==> src/rtl/approx_mon_pkg.sv <==
// -----------------------------------------------------------------------------
// approx_mon_pkg
// Shared definitions for the approximate-adder error monitor:
//   - state_t      : window FSM states (IDLE, RUN, DRAIN, DONE)
//   - W_DEFAULT    : default adder operand width
//   - N_LOG2_DEFAULT : default log2 of the measurement window length
//   - DRAIN_CYCLES : cycles spent flushing the two-stage pipeline
// -----------------------------------------------------------------------------
package approx_mon_pkg;

    localparam int W_DEFAULT      = 6;
    localparam int N_LOG2_DEFAULT = 8;
    localparam int DRAIN_CYCLES   = 2;

    typedef enum logic [1:0] {
        IDLE  = 2'd0,
        RUN   = 2'd1,
        DRAIN = 2'd2,
        DONE  = 2'd3
    } state_t;

endpackage

==> src/rtl/approx_err_calc.sv <==
// -----------------------------------------------------------------------------
// approx_err_calc
// Combinational exact-sum / absolute-error stage.
//   a, b     in  W     : adder operands
//   y        in  W+1   : approximate sum produced by the adder
//   abs_err  out W+1   : |(a + b) - y|
//   mismatch out 1     : abs_err != 0
// The approximate sum can overshoot the exact sum, so the difference is taken
// signed at W+2 bits before the magnitude is formed.
// -----------------------------------------------------------------------------
module approx_err_calc #(
    parameter int W = 6
) (
    input  logic [W-1:0] a,
    input  logic [W-1:0] b,
    input  logic [W:0]   y,
    output logic [W:0]   abs_err,
    output logic         mismatch
);

    logic [W+1:0] exact;
    logic [W+1:0] diff;

    always_comb begin
        exact = (W+2)'(a) + (W+2)'(b);
        diff  = exact - (W+2)'(y);
        // |diff| always fits in W+1 bits, so negating the low bits is enough.
        if (diff[W+1]) begin
            abs_err = ~diff[W:0] + (W+1)'(1);
        end else begin
            abs_err = diff[W:0];
        end
        mismatch = |abs_err;
    end

endmodule

==> src/rtl/approx_err_monitor.sv <==
// -----------------------------------------------------------------------------
// approx_err_monitor
// Error-statistics monitor for an approximate adder. Over a window of
// 2^N_LOG2 accepted samples it accumulates mismatch count, maximum absolute
// error and sum of absolute errors, then pulses done.
//   clk, rst (sync, active-high)
//   start     in  1          : begin a window from IDLE or DONE
//   in_valid  in  1          : A/B/Y carry a sample (only used in RUN)
//   A, B      in  W          : adder operands
//   Y         in  W+1        : approximate sum
//   busy      out 1          : RUN or DRAIN
//   done      out 1          : one-cycle pulse, results final
//   err_cnt   out N_LOG2+1   : samples with Y != A+B
//   max_err   out W+1        : largest absolute error
//   sum_err   out W+1+N_LOG2 : sum of absolute errors
// Pipeline: stage 1 registers the sample, stage 2 registers abs_err/mismatch,
// accumulators update one edge later.
// -----------------------------------------------------------------------------
module approx_err_monitor
    import approx_mon_pkg::*;
#(
    parameter int W      = W_DEFAULT,
    parameter int N_LOG2 = N_LOG2_DEFAULT
) (
    input  logic                  clk,
    input  logic                  rst,
    input  logic                  start,
    input  logic                  in_valid,
    input  logic [W-1:0]          A,
    input  logic [W-1:0]          B,
    input  logic [W:0]            Y,
    output logic                  busy,
    output logic                  done,
    output logic [N_LOG2:0]       err_cnt,
    output logic [W:0]            max_err,
    output logic [W+N_LOG2:0]     sum_err
);

    localparam int DW = (DRAIN_CYCLES > 1) ? $clog2(DRAIN_CYCLES) : 1;

    state_t              state_q, state_d;
    logic [N_LOG2-1:0]   cnt_q, cnt_d;
    logic [DW-1:0]       drain_cnt_q, drain_cnt_d;

    logic                s1_valid_q, s1_valid_d;
    logic [W-1:0]        s1_a_q, s1_a_d;
    logic [W-1:0]        s1_b_q, s1_b_d;
    logic [W:0]          s1_y_q, s1_y_d;

    logic                s2_valid_q, s2_valid_d;
    logic [W:0]          s2_abs_q, s2_abs_d;
    logic                s2_mis_q, s2_mis_d;

    logic [N_LOG2:0]     err_cnt_q, err_cnt_d;
    logic [W:0]          max_err_q, max_err_d;
    logic [W+N_LOG2:0]   sum_err_q, sum_err_d;

    logic                accept;
    logic                launch;
    logic                last_sample;
    logic [W:0]          calc_abs;
    logic                calc_mis;

    assign accept      = (state_q == RUN) && in_valid;
    assign launch      = start && ((state_q == IDLE) || (state_q == DONE));
    // Counter holds accepted-so-far; all ones means this accept completes the window.
    assign last_sample = &cnt_q;

    approx_err_calc #(.W(W)) u_calc (
        .a        (s1_a_q),
        .b        (s1_b_q),
        .y        (s1_y_q),
        .abs_err  (calc_abs),
        .mismatch (calc_mis)
    );

    // State register
    always_ff @(posedge clk) begin
        if (rst) begin
            state_q <= IDLE;
        end else begin
            state_q <= state_d;
        end
    end

    // Next-state logic
    always_comb begin
        state_d = state_q;
        unique case (state_q)
            IDLE:    if (start) state_d = RUN;
            RUN:     if (accept && last_sample) state_d = DRAIN;
            DRAIN:   if (drain_cnt_q == DW'(DRAIN_CYCLES - 1)) state_d = DONE;
            DONE:    state_d = start ? RUN : IDLE;
            default: state_d = IDLE;
        endcase
    end

    // Output logic
    always_comb begin
        busy = (state_q == RUN) || (state_q == DRAIN);
        done = (state_q == DONE);
    end

    // Datapath next values
    always_comb begin
        cnt_d       = cnt_q;
        drain_cnt_d = '0;
        s1_valid_d  = accept;
        s1_a_d      = s1_a_q;
        s1_b_d      = s1_b_q;
        s1_y_d      = s1_y_q;
        s2_valid_d  = launch ? 1'b0 : s1_valid_q;
        s2_abs_d    = calc_abs;
        s2_mis_d    = calc_mis;
        err_cnt_d   = err_cnt_q;
        max_err_d   = max_err_q;
        sum_err_d   = sum_err_q;

        if (launch) begin
            cnt_d = '0;
        end else if (accept) begin
            cnt_d = cnt_q + 1'b1;
        end

        if (state_q == DRAIN) begin
            drain_cnt_d = drain_cnt_q + 1'b1;
        end

        if (accept) begin
            s1_a_d = A;
            s1_b_d = B;
            s1_y_d = Y;
        end

        if (launch) begin
            err_cnt_d = '0;
            max_err_d = '0;
            sum_err_d = '0;
        end else if (s2_valid_q) begin
            err_cnt_d = err_cnt_q + (N_LOG2+1)'(s2_mis_q);
            sum_err_d = sum_err_q + (W+1+N_LOG2)'(s2_abs_q);
            if (s2_abs_q > max_err_q) begin
                max_err_d = s2_abs_q;
            end
        end
    end

    // Datapath registers
    always_ff @(posedge clk) begin
        if (rst) begin
            cnt_q       <= '0;
            drain_cnt_q <= '0;
            s1_valid_q  <= 1'b0;
            s1_a_q      <= '0;
            s1_b_q      <= '0;
            s1_y_q      <= '0;
            s2_valid_q  <= 1'b0;
            s2_abs_q    <= '0;
            s2_mis_q    <= 1'b0;
            err_cnt_q   <= '0;
            max_err_q   <= '0;
            sum_err_q   <= '0;
        end else begin
            cnt_q       <= cnt_d;
            drain_cnt_q <= drain_cnt_d;
            s1_valid_q  <= s1_valid_d;
            s1_a_q      <= s1_a_d;
            s1_b_q      <= s1_b_d;
            s1_y_q      <= s1_y_d;
            s2_valid_q  <= s2_valid_d;
            s2_abs_q    <= s2_abs_d;
            s2_mis_q    <= s2_mis_d;
            err_cnt_q   <= err_cnt_d;
            max_err_q   <= max_err_d;
            sum_err_q   <= sum_err_d;
        end
    end

    assign err_cnt = err_cnt_q;
    assign max_err = max_err_q;
    assign sum_err = sum_err_q;

endmodule

==> config.mk <==
export PLATFORM = sky130hd
export DESIGN_NAME = approx_err_monitor
export DESIGN_NICKNAME = d
export VERILOG_FILES = /design/src/rtl/approx_mon_pkg.sv /design/src/rtl/approx_err_calc.sv /design/src/rtl/approx_err_monitor.sv
export SDC_FILE = /design/constraint.sdc
export NUM_CORES = 1
export LEC_CHECK = 0
export ABC_AREA = 1
export BUFFER_PORTS_ARGS = -buffer_cell sky130_fd_sc_hd__clkbuf_2
export CAP_MARGIN = 20
export CORE_ASPECT_RATIO = 0.75
export CORE_UTILIZATION = 35
export DETAILED_ROUTE_END_ITERATION = 8
export GPL_ROUTABILITY_DRIVEN = 0
export SETUP_SLACK_MARGIN = 0.2
export SLEW_MARGIN = 25
export SYNTH_ARGS = -nofsm -noshare
export SYNTH_HDL_FRONTEND = slang
export SYNTH_SLANG_ARGS = --single-unit
export TNS_END_PERCENT = 20
==> constraint.sdc <==
create_clock -name clk -period 2.9 [get_ports clk]
set_input_delay 0.435 -clock clk [delete_from_list [all_inputs] [get_ports clk]]
set_output_delay 0.435 -clock clk [all_outputs]
set_load 0.005 [all_outputs]
==> impl_metrics.env, run 1 <==
export IMPL_clock_skew_final_ps=6.19
export IMPL_net_switching_power_mw=2.10
export IMPL_detailed_routing_iteration_count_for_the_pre_antenna_repair_pass=5
export IMPL_switching_share_pct=41.8
export IMPL_worst_slew_pin_slew_ps=729
export IMPL_timing_hold_violations_final=0
export IMPL_critical_path_required_ps=3130
export IMPL_power_per_cell_area_nw_per_um2=1030
export IMPL_post_synth_inst_count=535
export IMPL_grt_antenna_before_repair=0
export IMPL_layout_cells_sized_above_1_pct=22.0
export IMPL_synth_enable_flop_cells=0
export IMPL_grt_pass1_wl_mm=14.7
export IMPL_place_ws_ps=-20.0
export IMPL_synthDistinctLibCells=39
export IMPL_cts_made_buffers=9
export IMPL_cts_root_buffer_cell="sky130_fd_sc_hd__clkbuf_16"
export IMPL_synth_fp_nets=598
export IMPL_num_rows=33
export IMPL_layout_commonest_cell="sky130_fd_sc_hd__nand2_1"
export IMPL_wirelength_met1_mm=4.32
export IMPL_topRoutingLayerUsed="met4"
export IMPL_layout_common_cells="sky130_fd_sc_hd__nand2_1, sky130_fd_sc_hd__inv_1, sky130_fd_sc_hd__nor2_1, sky130_fd_sc_hd__dfxtp_1, sky130_fd_sc_hd__clkbuf_2"
export IMPL_timing_setup_critical_path_class="register to register"
export IMPL_grt_overflow=0
export IMPL_synthesis_area_per_instance_um2=7.33
export IMPL_detail_route_iter0_violations=129
export IMPL_report_final_slew_viol_count=0
export IMPL_rsz0062_at_grt="true"
export IMPL_route_detailed_vias_per_inst=4.75
export IMPL_critPathMaxFanout=8
export IMPL_finalSetupViolations=0
export IMPL_cap_viol_max_count=0
export IMPL_worst_setup_start_kind="register"
export IMPL_drc=0
export IMPL_maximum_level_of_the_cts_h_tree=3
export IMPL_core_area_um2=10900
export IMPL_critical_path_slowest_cell="sky130_fd_sc_hd__dfxtp_4"
export IMPL_detailroute_wirelength_met2_mm=3.91
export IMPL_clock_sinks=71
export IMPL_worst_slack_ps=64.5
export IMPL_synth_cell_area_um2=3920
export IMPL_design_power_mw=5.02
export IMPL_clockBufferDepth=2
export IMPL_arrival_ps=3060
export IMPL_power_leakage_nw=2.22
export IMPL_fp_dieH_um=93.7
export IMPL_highest_achievable_clock_rate_mhz=353
export IMPL_final_antenna_net_count=0
export IMPL_effective_utilization_at_floorplan_pct=36.0
export IMPL_synthFlopType="sky130_fd_sc_hd__dfxtp_1"
export IMPL_power_report_internal_total_mw=2.92
export IMPL_vdd_ir_drop_max_v=0.000407
export IMPL_design_die_area_um2=11600
export IMPL_slowest_delay_ps=350
export IMPL_cts_tree="yes"
export IMPL_antennaDiodeCount=0
export IMPL_grt_max_degree=26
export IMPL_grtUsageTotal_pct=15.7
export IMPL_total_wirelength_of_the_detailed_routed_design_mm=8.68
export IMPL_multiInputGateArea_um2=2270
export IMPL_area_growth_synth_to_final_pct=23.9
export IMPL_period_share_pct=97.8
export IMPL_critical_path_cell_chain="ha_4, fa_2, buf_4, xor2_1, ha_4, a21oi_4, nand2_2, nand2_1, nand2_1, nor2_1, nand2_1, nand2_2, nand2_2, nand2_2, nand3_1, nand2_1, nand2_1"
export IMPL_run_status="finished clean"
export IMPL_detailroute_via_count=3537
export IMPL_io_pins=56
export IMPL_cts_hold_buffers=0
export IMPL_synthArstFlopShare_pct=0
export IMPL_dpl_hpwl_mm=6.34
export IMPL_synth_seq_area_share_pct=36.2
export IMPL_power_frac_clock_pct=22.6
export IMPL_finalCoreUtilization_pct=44.6
export IMPL_hold_removal_path_class="input pin to register"
export IMPL_number_of_global_route_vias_before_repair=3310
export IMPL_ys_warn_count=0
export IMPL_power_sequential_fraction_pct=24.1
export IMPL_numPortBuffers=55
export IMPL_critical_path_endpoint_type="register"
export IMPL_combinationalPowerShare_pct=53.3
export IMPL_design_final_nets=663
export IMPL_final_min_clock_period_ps=2840
export IMPL_drt_wirelength_per_cell_um=11.7
export IMPL_slew_limit_headroom_pct=51.3
export IMPL_postSynthRegisterBits=71
export IMPL_layout_filler_cells=1110
export IMPL_seq_area_um2=1430
export IMPL_later_pin_clock_latency_in_the_skew_report_ps=340
export IMPL_clk_pin_slew_worst_paths_ps=60
export IMPL_worst_path_most_repeated_cell="sky130_fd_sc_hd__nand2_1"
export IMPL_wl_met3_um=334
export IMPL_die_width_um=124
[logic make-up (layout without fill, tap and decap cells)]
logic type / Yosys count / count (layout) / share of synthesized area, %
and+or+nand+nor: 206 / 206 / 22.3
AOI/OAI and AO/OA: 116 / 116 / 16.6
buffers and inverters: 90 / 160 / 8.90
DFF: 71 / 71 / 36.2
adders and majority gates: 40 / 40 / 13.3
xor gates and xnor gates: 12 / 12 / 2.68
[path summary, 6_finish.rpt]
kind               from    endpoint  slack, ps  cells after the start
min reg2reg  s1_valid_q  s2_valid_q        410                      2
max reg2reg   s1_b_q[0]    s2_mis_q         60                     17
min                A[5]   s1_a_q[5]        360                      3
max           s1_b_q[0]    s2_mis_q         60                     17
[repair_timing]
item                       4_1_cts  5_1_grt
setup endpoints to repair        2        7
setup buffers                    7        2
resized for setup               16       28
pin swaps                       18       18
[flip-flops by register name, summed over array words and instances (netlist names)]
signal and flops:
s1_valid_q 1, cnt_q 8, s1_b_q 6, s1_a_q 6, s2_mis_q 1, max_err 7
s2_valid_q 1, s1_y_q 7, sum_err 15, state_q 2, err_cnt 9, drain_cnt_q 1
s2_abs_q 7
[area by class of cell]
class                           instances  share of cell area (%)
Timing Repair Buffer                   69                    8.21
Multi-Input combinational cell        374                    46.7
Inverter                               75                    5.79
Clock inverter                          7                    1.62
Tap cell                              140                    3.60
Sequential cell                        71                    29.4
Clock buffer                            9                    4.63
[synth_stat cells (3+ instances only)]
master,n,area share [%]
sky130_fd_sc_hd__a21oi_1,52,6.6
sky130_fd_sc_hd__a31oi_1,3,0.48
sky130_fd_sc_hd__buf_2,3,0.38
sky130_fd_sc_hd__clkbuf_1,9,0.86
sky130_fd_sc_hd__dfxtp_1,71,36
sky130_fd_sc_hd__fa_1,3,1.5
sky130_fd_sc_hd__ha_1,37,12
sky130_fd_sc_hd__inv_1,73,7.0
sky130_fd_sc_hd__nand2_1,89,8.5
sky130_fd_sc_hd__nand2_2,3,0.48
sky130_fd_sc_hd__nand3_1,26,3.3
sky130_fd_sc_hd__nand4_1,5,0.80
sky130_fd_sc_hd__nor2_1,67,6.4
sky130_fd_sc_hd__nor3_1,6,0.77
sky130_fd_sc_hd__o211ai_1,4,0.77
sky130_fd_sc_hd__o21ai_0,43,5.5
sky130_fd_sc_hd__xor2_1,10,2.2
[metal layers]
metal	vias to the layer above	GRT usage, %
met5	-	0
met3	11	4.27
met1	1585	19.5
li1	1880	-
met2	61	26.2
met4	0	5.52
[per-stage QoR]
stage	TNS, ps	instances	area [µm²]	hold WS [ps]
after CTS	0	743	4760	348
after global placement	0	720	4340	401
after global routing	-97.1	745	4860	373
after detailed placement	-20.0	720	4340	404
after floorplan	0	535	3920	394
final	0	745	4860	355
[critical path, delay by kind of cell, from the launching register on]
family,cells,cell delay [ps]
buffers and inverters,1,140
AOI/OAI and AO/OA,1,160
and+or+nand+nor,11,1020
DFF,1,350
xor gates and xnor gates,1,240
adders and majority gates,3,790
[power by group through the flow]
stage	clock network [mW]	registers [mW]	logic, mW
after floorplan	0	1.18	1.64
after global placement	0	1.22	1.93
after detailed placement	0	1.22	2.00
after CTS	1.16	1.21	2.25
after global routing	1.20	1.22	2.95
final	1.14	1.21	2.68
Note: power is estimated with default switching activity, not from simulation.
==> inputs of run 2 (changes only) <==
- SYNTH_HIERARCHICAL: default -> 1
- clock period: 2.9 -> 2.6 ns (I/O delays scaled with it)
==> impl_metrics.env, run 2 <==
export IMPL_final_min_clock_period_ps=2490
export IMPL_synthFlopType="sky130_fd_sc_hd__dfxtp_1"
export IMPL_cts_root_buffer_cell="sky130_fd_sc_hd__clkbuf_16"
export IMPL_r2r_cells=15
export IMPL_worst_slew_pin_slew_ps=649
export IMPL_route_detailed_vias_per_inst=4.53
export IMPL_drt_wirelength_per_cell_um=10.6
export IMPL_detailroute_via_count=3857
export IMPL_synthesis_area_per_instance_um2=6.73
export IMPL_cts_made_buffers=9
export IMPL_critical_path_required_ps=2810
export IMPL_holdCritStartpoint="Y[1]"
export IMPL_post_synth_inst_count=629
export IMPL_report_final_slew_viol_count=0
export IMPL_layout_filler_cells=1225
export IMPL_power_per_cell_area_nw_per_um2=1170
export IMPL_layout_commonest_cell="sky130_fd_sc_hd__nand2_1"
export IMPL_total_wirelength_of_the_detailed_routed_design_mm=9.06
export IMPL_area_growth_synth_to_final_pct=19.4
export IMPL_run_status="finished clean"
export IMPL_die_width_um=129
export IMPL_drc=0
export IMPL_worst_setup_start_kind="register"
export IMPL_highest_achievable_clock_rate_mhz=401
export IMPL_cap_viol_max_count=0
export IMPL_number_of_global_route_vias_before_repair=3622
export IMPL_rsz0062_at_grt="true"
export IMPL_finish_cell_count_without_fillers=851
export IMPL_synth_enable_flop_cells=0
export IMPL_ys_warn_count=6
export IMPL_yosysMostFrequentCell="sky130_fd_sc_hd__nand2_1"
export IMPL_finalSetupViolations=0
export IMPL_critical_path_endpoint_type="register"
export IMPL_core_area_um2=11700
export IMPL_dpl_cell_count=836
export IMPL_fp_dieH_um=97.3
export IMPL_grtUsageTotal_pct=16.0
export IMPL_later_pin_clock_latency_in_the_skew_report_ps=330
export IMPL_detail_route_iter0_violations=259
export IMPL_synth_seq_area_share_pct=33.6
export IMPL_synthDistinctLibCells=33
export IMPL_maximum_level_of_the_cts_h_tree=3
export IMPL_grt_pass1_wl_mm=16.1
export IMPL_timing_hold_violations_final=0
export IMPL_clockBufferDepth=2
export IMPL_effective_utilization_at_floorplan_pct=36.2
export IMPL_vdd_ir_drop_max_v=0.000607
export IMPL_ff2ff_setup_slack_ps=110
export IMPL_grt_antenna_before_repair=0
export IMPL_postSynthRegisterBits=71
export IMPL_slew_limit_headroom_pct=56.6
export IMPL_detailed_routing_iteration_count_for_the_pre_antenna_repair_pass=4
export IMPL_cts_tree="yes"
export IMPL_finalCoreUtilization_pct=43.2
export IMPL_numPortBuffers=55
export IMPL_timing_hold_worst_endpoint="s1_y_q[1]"
export IMPL_synth_largest_area_cell="sky130_fd_sc_hd__dfxtp_1"
export IMPL_timing_hold_ws_ps=307
export IMPL_layout_cells_sized_above_1_pct=16.5
export IMPL_synthTopCellsByArea="sky130_fd_sc_hd__dfxtp_1, sky130_fd_sc_hd__nand2_1, sky130_fd_sc_hd__nor2_1, sky130_fd_sc_hd__ha_1, sky130_fd_sc_hd__inv_1"
export IMPL_clk_pin_slew_worst_paths_ps=50
export IMPL_design_final_nets=749
export IMPL_io_pins=56
export IMPL_place_ws_ps=-13.3
export IMPL_number_of_flip_flops_under_the_largest_register_name=15
export IMPL_grt_max_degree=28
export IMPL_min_delay_path_depth=3
export IMPL_synth_fp_nets=691
export IMPL_clock_skew_final_ps=3.95
export IMPL_layout_common_cells="sky130_fd_sc_hd__nand2_1, sky130_fd_sc_hd__nor2_1, sky130_fd_sc_hd__inv_1"
export IMPL_design_power_mw=5.93
export IMPL_timing_rr_start="s1_a_q[1]"
export IMPL_synthArstFlopShare_pct=0
export IMPL_post_synth_most_frequent_cells="sky130_fd_sc_hd__nand2_1, sky130_fd_sc_hd__nor2_1, sky130_fd_sc_hd__inv_1"
export IMPL_dpl_hpwl_mm=6.89
export IMPL_clock_sinks=71
export IMPL_arrival_ps=2700
export IMPL_grt_overflow=0
export IMPL_timing_setup_critical_path_class="register to register"
export IMPL_worst_slack_ps=108
export IMPL_critPathMaxFanout=3
export IMPL_design_die_area_um2=12500
export IMPL_power_leakage_nw=2.37
export IMPL_period_share_pct=95.9
export IMPL_num_rows=34
export IMPL_final_antenna_net_count=0
export IMPL_hold_removal_path_class="input pin to register"
export IMPL_synth_cell_area_um2=4240
export IMPL_r2r_end="s2_mis_q"
export IMPL_synthDominantCellAreaShare_pct=33.6
export IMPL_antennaDiodeCount=0
## run 2: cell types whose count changed in the layout (fill, tap and decap cells not counted), sizes merged, moves of 16 or more
cell / previous run / this run
a21oi: 55 / 39
nor2: 68 / 115
nand3: 28 / 59
inv: 78 / 107
o21ai: 47 / 31
nand2: 92 / 128
## run 2: final cells by class
| type | count | area [µm²] | area share (%) |
|---|---|---|---|
| sequential | 71 | 1430 | 28.2 |
| tap | 162 | 203 | 4.01 |
| clock buffer | 12 | 267 | 5.27 |
| inverter | 107 | 404 | 7.99 |
| multi-input combinational | 436 | 2430 | 48.0 |
| timing repair buffer | 62 | 328 | 6.48 |
| clock inverter | 1 | 5.00 | 0.0989 |
## run 2: logic make-up (layout without fill, tap and decap cells)
family | Yosys count | after routing | share of synthesized area [%]
xor+xnor | 5 | 5 | 1.03
fa+ha+maj | 39 | 39 | 12.8
simple gates | 315 | 315 | 31.5
compound gates | 77 | 77 | 9.84
buf+inv | 122 | 182 | 11.3
flops | 71 | 71 | 33.6
## run 2: through the flow
step / TNS (ps) / instance area, µm²
global route: -98.5 / 5060
finish: 0 / 5060
detailed placement: -13.3 / 4680
global placement: 0 / 4680
floorplan: 0 / 4240
CTS: 0 / 4960
## run 2: worst max path at each step
stage,slack (ps),from,endpoint
2_1_floorplan,180,s1_b_q[0],s2_mis_q
3_3_place_gp,80,s1_b_q[0],s2_mis_q
3_5_place_dp,-10,s1_b_q[0],s2_mis_q
4_1_cts,40,s1_b_q[1],s2_mis_q
5_1_grt,-80,s1_a_q[1],s2_mis_q
6_report,110,s1_a_q[1],s2_mis_q
## run 2: where the power goes
group / internal, mW / switching, mW / leakage, nW
clock: 0.705 / 0.434 / 0.136
sequential: 1.25 / 0.112 / 0.578
combinational: 1.28 / 2.15 / 1.66
total: 3.23 / 2.70 / 2.37
## run 2: repair_timing
item | CTS | global route
endpoints found under the setup margin | 2 | 6
gates resized for setup | 3 | 19
hold buffers | 0 | 0
pin swaps | 6 | 9
setup buffers | 1 | 1
## run 2: layer usage
metal | routed length, µm | track usage (%) | share of wire [%]
met1 | 4690 | 20.9 | 52
met2 | 3950 | 25.3 | 44
met3 | 320 | 4.46 | 3.5
met4 | 97 | 4.89 | 1.1
met5 | 0 | 0 | 0
## run 2: worst max-delay path, stage by stage, from the launching register on
cell and delay, ps:
sky130_fd_sc_hd__dfxtp_2 330, sky130_fd_sc_hd__inv_2 40, sky130_fd_sc_hd__fa_1 520, sky130_fd_sc_hd__fa_1 530, sky130_fd_sc_hd__ha_2 190, sky130_fd_sc_hd__inv_2 40, sky130_fd_sc_hd__nor2_2 90, sky130_fd_sc_hd__nand3_2 100
sky130_fd_sc_hd__nor2_2 110, sky130_fd_sc_hd__nand2_1 70, sky130_fd_sc_hd__nand2_1 70, sky130_fd_sc_hd__nand2_1 40, sky130_fd_sc_hd__nand2_1 70, sky130_fd_sc_hd__nand3_1 70, sky130_fd_sc_hd__inv_1 50, sky130_fd_sc_hd__nor2_1 30
